`config.mk`:
```
export PLATFORM = sky130hd
export DESIGN_NAME = mult_share_arbiter
export DESIGN_NICKNAME = d
export VERILOG_FILES = /design/src/rtl/mult_share_arbiter.sv
export SDC_FILE = /design/constraint.sdc
export NUM_CORES = 1
export LEC_CHECK = 0
export BUFFER_PORTS_ARGS = -buffer_cell sky130_fd_sc_hd__buf_4
export CAP_MARGIN = 20
export CORE_AREA = 2 2 202 204
export DETAILED_ROUTE_END_ITERATION = 6
export DIE_AREA = 0 0 204 206
export GPL_TIMING_DRIVEN = 0
export RECOVER_POWER = 25
export SLEW_MARGIN = 20
export SYNTH_ARGS = -nofsm -noshare
export SYNTH_HDL_FRONTEND = slang
export SYNTH_SLANG_ARGS = --single-unit
```
`constraint.sdc`:
```
create_clock -name clk -period 4.78 [get_ports clk]
set_input_delay 1.434 -clock clk [delete_from_list [all_inputs] [get_ports clk]]
set_output_delay 1.434 -clock clk [all_outputs]
set_load 0.01 [all_outputs]
```
`src/rtl/mult_share_arbiter.sv`:
```
`default_nettype none
// ============================================================================
// Module   : mult_share_arbiter
// Brief    : Round-robin sharing of one external multiplier among NUM_REQ
//            valid/ready requesters; products are returned tagged with an ID.
// Revision : 1.0 - initial release
// ============================================================================
module mult_share_arbiter #(
    parameter int NUM_REQ     = 4,
    parameter int A_WIDTH     = 36,
    parameter int B_WIDTH     = 36,
    parameter int Y_WIDTH     = A_WIDTH + B_WIDTH,
    parameter int MUL_LATENCY = 1,
    parameter int ID_W        = (NUM_REQ > 1) ? $clog2(NUM_REQ) : 1
) (
    input  logic                       clk,
    input  logic                       rst_n,
    input  logic [NUM_REQ-1:0]         req_valid,
    output logic [NUM_REQ-1:0]         req_ready,
    input  logic [NUM_REQ*A_WIDTH-1:0] req_a,
    input  logic [NUM_REQ*B_WIDTH-1:0] req_b,
    output logic                       resp_valid,
    input  logic                       resp_ready,
    output logic [ID_W-1:0]            resp_id,
    output logic [Y_WIDTH-1:0]         resp_out,
    output logic [A_WIDTH-1:0]         mul_a,
    output logic [B_WIDTH-1:0]         mul_b,
    input  logic [Y_WIDTH-1:0]         mul_out,
    output logic                       busy
);

    localparam int c_CNT_W = $clog2(MUL_LATENCY + 1);

    typedef enum logic [1:0] {
        S_IDLE = 2'd0,
        S_WAIT = 2'd1,
        S_RESP = 2'd2
    } state_t;

    state_t               r_state;
    logic [ID_W-1:0]      r_rr;
    logic [ID_W-1:0]      r_id;
    logic [c_CNT_W-1:0]   r_cnt;
    logic [A_WIDTH-1:0]   r_mul_a;
    logic [B_WIDTH-1:0]   r_mul_b;
    logic [Y_WIDTH-1:0]   r_resp_out;
    logic [ID_W-1:0]      r_resp_id;
    logic                 r_resp_valid;
    logic                 r_busy;

    logic [ID_W-1:0]      w_idx [NUM_REQ];
    logic [A_WIDTH-1:0]   w_a   [NUM_REQ];
    logic [B_WIDTH-1:0]   w_b   [NUM_REQ];
    logic                 w_found;
    logic [ID_W-1:0]      w_gnt;
    logic [ID_W-1:0]      w_next_rr;

    // w_idx[k] is the requester examined k-th when searching upward from r_rr.
    generate
        for (genvar g = 0; g < NUM_REQ; g++) begin : g_req
            logic [ID_W:0] w_sum;
            logic [ID_W:0] w_wrap;
            assign w_sum    = {1'b0, r_rr} + (ID_W+1)'(g);
            assign w_wrap   = w_sum - (ID_W+1)'(NUM_REQ);
            assign w_idx[g] = (w_sum >= (ID_W+1)'(NUM_REQ)) ? w_wrap[ID_W-1:0]
                                                             : w_sum[ID_W-1:0];
            assign w_a[g]   = req_a[g*A_WIDTH +: A_WIDTH];
            assign w_b[g]   = req_b[g*B_WIDTH +: B_WIDTH];
        end
    endgenerate

    always_comb begin
        w_found = 1'b0;
        w_gnt   = '0;
        for (int k = 0; k < NUM_REQ; k++) begin
            if (!w_found && req_valid[w_idx[k]]) begin
                w_found = 1'b1;
                w_gnt   = w_idx[k];
            end
        end
    end

    assign w_next_rr = (w_gnt == ID_W'(NUM_REQ - 1)) ? '0 : w_gnt + 1'b1;

    always_comb begin
        req_ready = '0;
        if (rst_n && (r_state == S_IDLE) && w_found) begin
            req_ready[w_gnt] = 1'b1;
        end
    end

    always_ff @(posedge clk) begin
        if (!rst_n) begin
            r_state      <= S_IDLE;
            r_rr         <= '0;
            r_id         <= '0;
            r_cnt        <= '0;
            r_mul_a      <= '0;
            r_mul_b      <= '0;
            r_resp_out   <= '0;
            r_resp_id    <= '0;
            r_resp_valid <= 1'b0;
            r_busy       <= 1'b0;
        end else begin
            case (r_state)
                S_IDLE: begin
                    if (w_found) begin
                        r_mul_a <= w_a[w_gnt];
                        r_mul_b <= w_b[w_gnt];
                        r_id    <= w_gnt;
                        r_rr    <= w_next_rr;
                        r_cnt   <= c_CNT_W'(MUL_LATENCY);
                        r_state <= S_WAIT;
                        r_busy  <= 1'b1;
                    end
                end
                S_WAIT: begin
                    r_cnt <= r_cnt - 1'b1;
                    // Last wait cycle: the multiplier output now reflects r_mul_a/r_mul_b.
                    if (r_cnt == c_CNT_W'(1)) begin
                        r_resp_out   <= mul_out;
                        r_resp_id    <= r_id;
                        r_resp_valid <= 1'b1;
                        r_state      <= S_RESP;
                    end
                end
                S_RESP: begin
                    if (resp_ready) begin
                        r_resp_valid <= 1'b0;
                        r_state      <= S_IDLE;
                        r_busy       <= 1'b0;
                    end
                end
                default: begin
                    r_resp_valid <= 1'b0;
                    r_state      <= S_IDLE;
                    r_busy       <= 1'b0;
                end
            endcase
        end
    end

    assign mul_a      = r_mul_a;
    assign mul_b      = r_mul_b;
    assign resp_out   = r_resp_out;
    assign resp_id    = r_resp_id;
    assign resp_valid = r_resp_valid;
    assign busy       = r_busy;

endmodule
`default_nettype wire

```
* Yosys cells after proc, flatten, opt, wreduce, memory -nomap -nowiden
Index checks and enable logic that the tools add are counted.
Storage, ports and cells: bits in registers 155, input port bits 367, output and inout port bits 152, word-level logic and storage cells 96
Operators by class: $add $sub $neg 9, magnitude comparators 11, equal/unequal tests 6, multiplexer cells 40, bitwise gates (word level) 3, reductions and logical operators 17
Operators with widths (number):
- $bmux W36 S2 | 2
- $mux W36 | 4
- $mux W2 | 12
- $lt A2 B3 Y1 const B | 5
- $ge A3 B3 Y1 const B | 4
- $mux W1 | 12
- $reduce_and A3 Y1 | 3
- $bmux W1 S2 | 4
- $sub A2 B1 Y2 const B | 4
- $add A2 B2 Y3 const B | 2
- $logic_and A1 B1 Y1 | 6
- $ne A2 B2 Y1 const B | 3
- $pmux W1 S3 | 2
- $pmux W2 S3 | 1
- $reduce_and A2 Y1 | 3
- $eq A2 B2 Y1 const B | 2
- $mux W4 | 1
- $add A2 B1 Y3 const B | 1
- $ge A2 B3 Y1 const B | 1
- $logic_not A1 Y1 | 3
- $not A2 Y3 | 1
- $add A2 B1 Y2 const B | 1
- $demux W1 S2 | 1
- $eq A2 B1 Y1 const B | 1
- 6 further kinds | 7

* Logic depth before layout (Yosys ltp)
depth in word-level cells 19, depth in mapped cells 8, gate-level depth less buffers 5

* Least setup slack after synthesis
Ideal clock, no wire load.
kind input -> output, start input port req_valid[2], end output port req_ready[3], arrival time 2558 ps, required time 3346 ps, slack 788 ps, stages on the path 6, path buffers 2, cells stage by stage buf_2 or3_4 o21a_4 clkbuf_1 nand2_1 nor3_1
On the way: word-level cells in the longest chain between the ends 17, elaborated cells between the ends (all ways) 29, those cells by class 2 x order compare; 19 x mux; 8 x reduce/logical
RTL lines:
- start, declared | line 18 | input logic [NUM_REQ-1:0] req_valid,
- $bmux W1 S2 | line 76 | if (!w_found && req_valid[w_idx[k]]) begin
- $mux W1 (not written as such) | line 76
- $mux W1 | line 76
- $logic_not A1 Y1 | line 76
- $logic_and A1 B1 Y1 | line 76
- $mux W1 | line 76
- $logic_not A1 Y1 | line 76
- $logic_and A1 B1 Y1 | line 76
- $mux W1 | line 76
- $logic_not A1 Y1 | line 76
- $logic_and A1 B1 Y1 | line 76
- $mux W2 | line 76
- $lt A2 B3 Y1 (not written as such) or $ge A2 B1 Y1 (tied branches) | line 88 | req_ready[w_gnt] = 1'b1;
- $logic_and A1 B1 Y1 (not written as such) | line 88
- $mux W1 (not written as such) | line 88
- $demux W1 S2 | line 88
- $mux W4 * | line 87 | if (rst_n && (r_state == S_IDLE) && w_found) begin
- end, declared | line 19 | output logic [NUM_REQ-1:0] req_ready,
Mark *: on every way between the ends. The rest lies on a longest branch, timed or not. The select of a mux whose other input is x is not followed.

* Final worst setup path
start input port req_valid[0], end output port req_ready[2]
Same word-level chain as after synthesis.

==> results.ini <==
[outcome]
status=completed

[finish]
fillers=4402
diodes=0
fin_nets=2049
final_layout_size_suffix_gt1_share_pct=32.4
area_delta_synth_final_pct=56.5

[critical_path]
cp_num_buf_inv=5
r2r_end=mul_a[34]
startpoint=req_valid[0]
worst_path_max_delay_cell=buf_2
cp_max_fo=10
critPathArrivalTime_ns=3.13
crit_path_end_kind=output port
reg2reg_from=r_rr[0]
critPathKind=in2out
cp.depth=10
cp_top_family=buffers and inverters
reg2reg_depth=6
cp_data_required_time_ns=3.35
critPathCapture=req_ready[2]
slowest_delay_ns=0.30
cpMostUsedCell=buf_4
r2r_slack_ns=2.40
crit_chain=buf_4 > buf_2 > nand2b_1 > a21oi_2 > buf_4 > buf_2 > nand2_1 > nand2_1 > nor2_1 > buf_4
critPathLaunchType=primary input

[floorplanning]
coreArea_mm2=0.0402
die_area_mm2=0.0420
io_pins=519
die_width_um=204
die_y_um=206
rows=74
start_util_pct=21.6

[global_route]
track_usage_pct=18.2
grt_pass1_wl_mm=57.2
grt_antenna_before_repair=0
grt_max_degree=17
grt_pass1_vias=9905
grt-ovfl-total=0

[timing]
setup_violations=0
hold-worst-slack_ns=0.465
finalCriticalPeriod_ns=4.56
clock-skew-final_ns=0.00953
rsz0062_at_grt=false
relSlewSlack_pct=29.8
fin_crit_sh_pct=95.5
worst_pin_slew_ns=1.05
drv_slew=0
max_freq_mhz=219
hold_viol=0

[power_and_ir_drop]
internal-power_mw=2.83
powerDensity_mw_per_mm2=324
p_seq_share_pct=35.2
p_clk_share_pct=30.9
power_mw=4.40
power_switching_mw=1.57
vdd_drop_max_v=0.000199
p_leak_nw=5.87
p_comb_share_pct=33.8
switching_share_pct=35.7

[yosys]
ys_types=36
synth_cells=1146
netlist_area_mm2=0.00868
seq_area_frac_synth_pct=35.8
async_reset_ff_share_pct=0
synth_top_cell_by_area=dfxtp_1
yosysWarnings=0
synth_seq_cells=155
dominantRegCellSynth=dfxtp_1
synth_nets=1513
ys_top_cells_by_area=dfxtp_1 36%, nand2_1 12%, a21boi_0 6.8%, mux2i_1 6.3%, o21ai_0 5.2%
synth_edf_count=0
avgSynthCellArea_um2=7.57
synth_top_area_share_pct=35.8

[clock_tree]
cts_hold_buf=0
clk_pin_slew_worst_paths_ns=0.07
clock_latency_ns=0.45
htree_levels=4
cts_tree=built
clock_path_buffers=2
numCtsBuffers=17
cts-root-buf=clkbuf_16
cts.sinks=155

[drt]
drcViolationCount=0
vias_per_cell=4.54
firstDrtPassIters=5
wl_mm=40.0
wl_per_cell_um=18.0
ant_nets=0
drt-initial-drc-count=448
num_vias=10100

[placement]
portBuffers=516
dpl.hpwl_mm=31.8
routabilityCongestion=0.926

[hold_path]
hold_depth=2
worstHoldStart=resp_out[10]
worstHoldPathType=reg2reg

[job]
drv_cap=0

## Yosys cell counts (3+ instances only)
cell type    n
buf_2       28
o21ai_1     61
a21oi_1     22
o21a_1      55
nand2b_1     3
inv_1       19
buf_6        9
buf_1        5
clkbuf_1    52
dfxtp_1    155
nor2b_1     57
o31ai_1     55
nor2_1      82
o2bb2ai_1   17
nand2_1    268
o21ai_0     90
mux2_4       9
a21boi_0    79
nor3_1       3
mux2_2       3
mux2_1       5
mux2i_1     55
## layout make-up
| type | instances | area [um^2] | area share, % |
|---|---|---|---|
| multi-input cells | 878 | 5050 | 37.2 |
| repair buffers | 517 | 3660 | 26.9 |
| flip-flops and latches | 155 | 3100 | 22.8 |
| well taps | 532 | 666 | 4.90 |
| plain buffers | 94 | 459 | 3.38 |
| clock buffers | 18 | 439 | 3.23 |
| clock inverters | 14 | 130 | 0.958 |
| inverters | 19 | 71.3 | 0.525 |
## worst min-delay path by stage
stage | slack (ns) | endpoint
finish | 0.47 | resp_out[10]
global route | 0.49 | r_id[1]
CTS | 0.47 | resp_out[33]
detailed placement | 0.46 | resp_out[33]
global placement | 0.45 | resp_out[52]
floorplan | 0.44 | resp_id[1]
## routing by layer
| layer | wire length, um | share of wire, % | up-vias | track usage (%) |
|---|---|---|---|---|
| met5 | 0 | 0 | - | 0 |
| met4 | 1040 | 2.6 | 0 | 6.70 |
| met3 | 2570 | 6.4 | 53 | 3.83 |
| met2 | 20200 | 50 | 399 | 33.1 |
| met1 | 16200 | 41 | 4669 | 20.8 |
| li1 | - | - | 4995 | - |
## worst register-to-register path: cells and delay by family (launching register included)
family | cells | cell delay, ns
buf+inv | 2 | 1.06
compound gates | 3 | 0.53
flops | 1 | 0.43
simple gates | 1 | 0.23
## cells in the final DEF (no fill, tap or decap), types with 4 or more instances in the layout
cell	synthesis	final
o21a_1	55	55
o31ai_1	55	55
dfxtp_1	155	155
mux2i_1	55	55
o21ai_0	90	90
nor2_1	82	82
nor2b_1	57	57
a21boi_0	79	79
clkbuf_1	52	111
mux2_4	9	9
buf_4	0	459
o2bb2ai_1	17	17
buf_2	28	27
buf_6	9	9
mux2_1	5	5
o21ai_1	61	61
buf_1	5	4
nand2_1	268	268
inv_6	0	6
inv_1	19	19
a21oi_1	22	21
clkbuf_16	0	17
## power by group through the flow
| stage | combinational, mW | clock, mW | sequential [mW] |
|---|---|---|---|
| CTS | 1.55 | 1.39 | 1.55 |
| global placement | 1.53 | 0 | 1.57 |
| global route | 1.63 | 1.45 | 1.57 |
| floorplan | 0.691 | 0 | 1.63 |
| detailed placement | 1.55 | 0 | 1.58 |
| finish | 1.49 | 1.36 | 1.55 |
## repair_timing
| item | 4_1_cts | 5_1_grt |
|---|---|---|
| setup buffers | 0 | 1 |
| pin swaps | 0 | 1 |
| gates resized for setup | 1 | 2 |
| setup endpoints to repair | 1 | 2 |
## logic make-up (layout without fill, tap and decap cells)
kind of cell,after synthesis,count (layout),synth area share (%)
multiplexers,72,72,8.94
flip-flops,155,155,35.8
AND/OR/NAND/NOR,419,419,20.3
AO/OA/AOI/OAI,387,387,29.0
buffers and inverters,113,662,6.07
## sequential cells by signal, indices dropped and copies added, names as in the netlist
signal      flops
r_cnt           1
busy            1
r_id            2
mul_a          36
r_rr            2
resp_out       72
resp_id         2
resp_valid      1
r_state         2
mul_b          36
## stage by stage
stage	util, %	worst slack, ns	setup TNS (ns)	instance area [um^2]	std cells
after CTS	34.3	0.0255	0	13800	2226
after detailed placement	32.9	-0.0891	-0.0891	13200	2194
after global routing	33.8	0.0866	0	13600	2227
after global placement	32.9	-0.0626	-0.0626	13200	2194
final	33.8	0.215	0	13600	2227
after floorplan	-	0.788	0	8680	1146
Power figures use the tool's default switching activity.
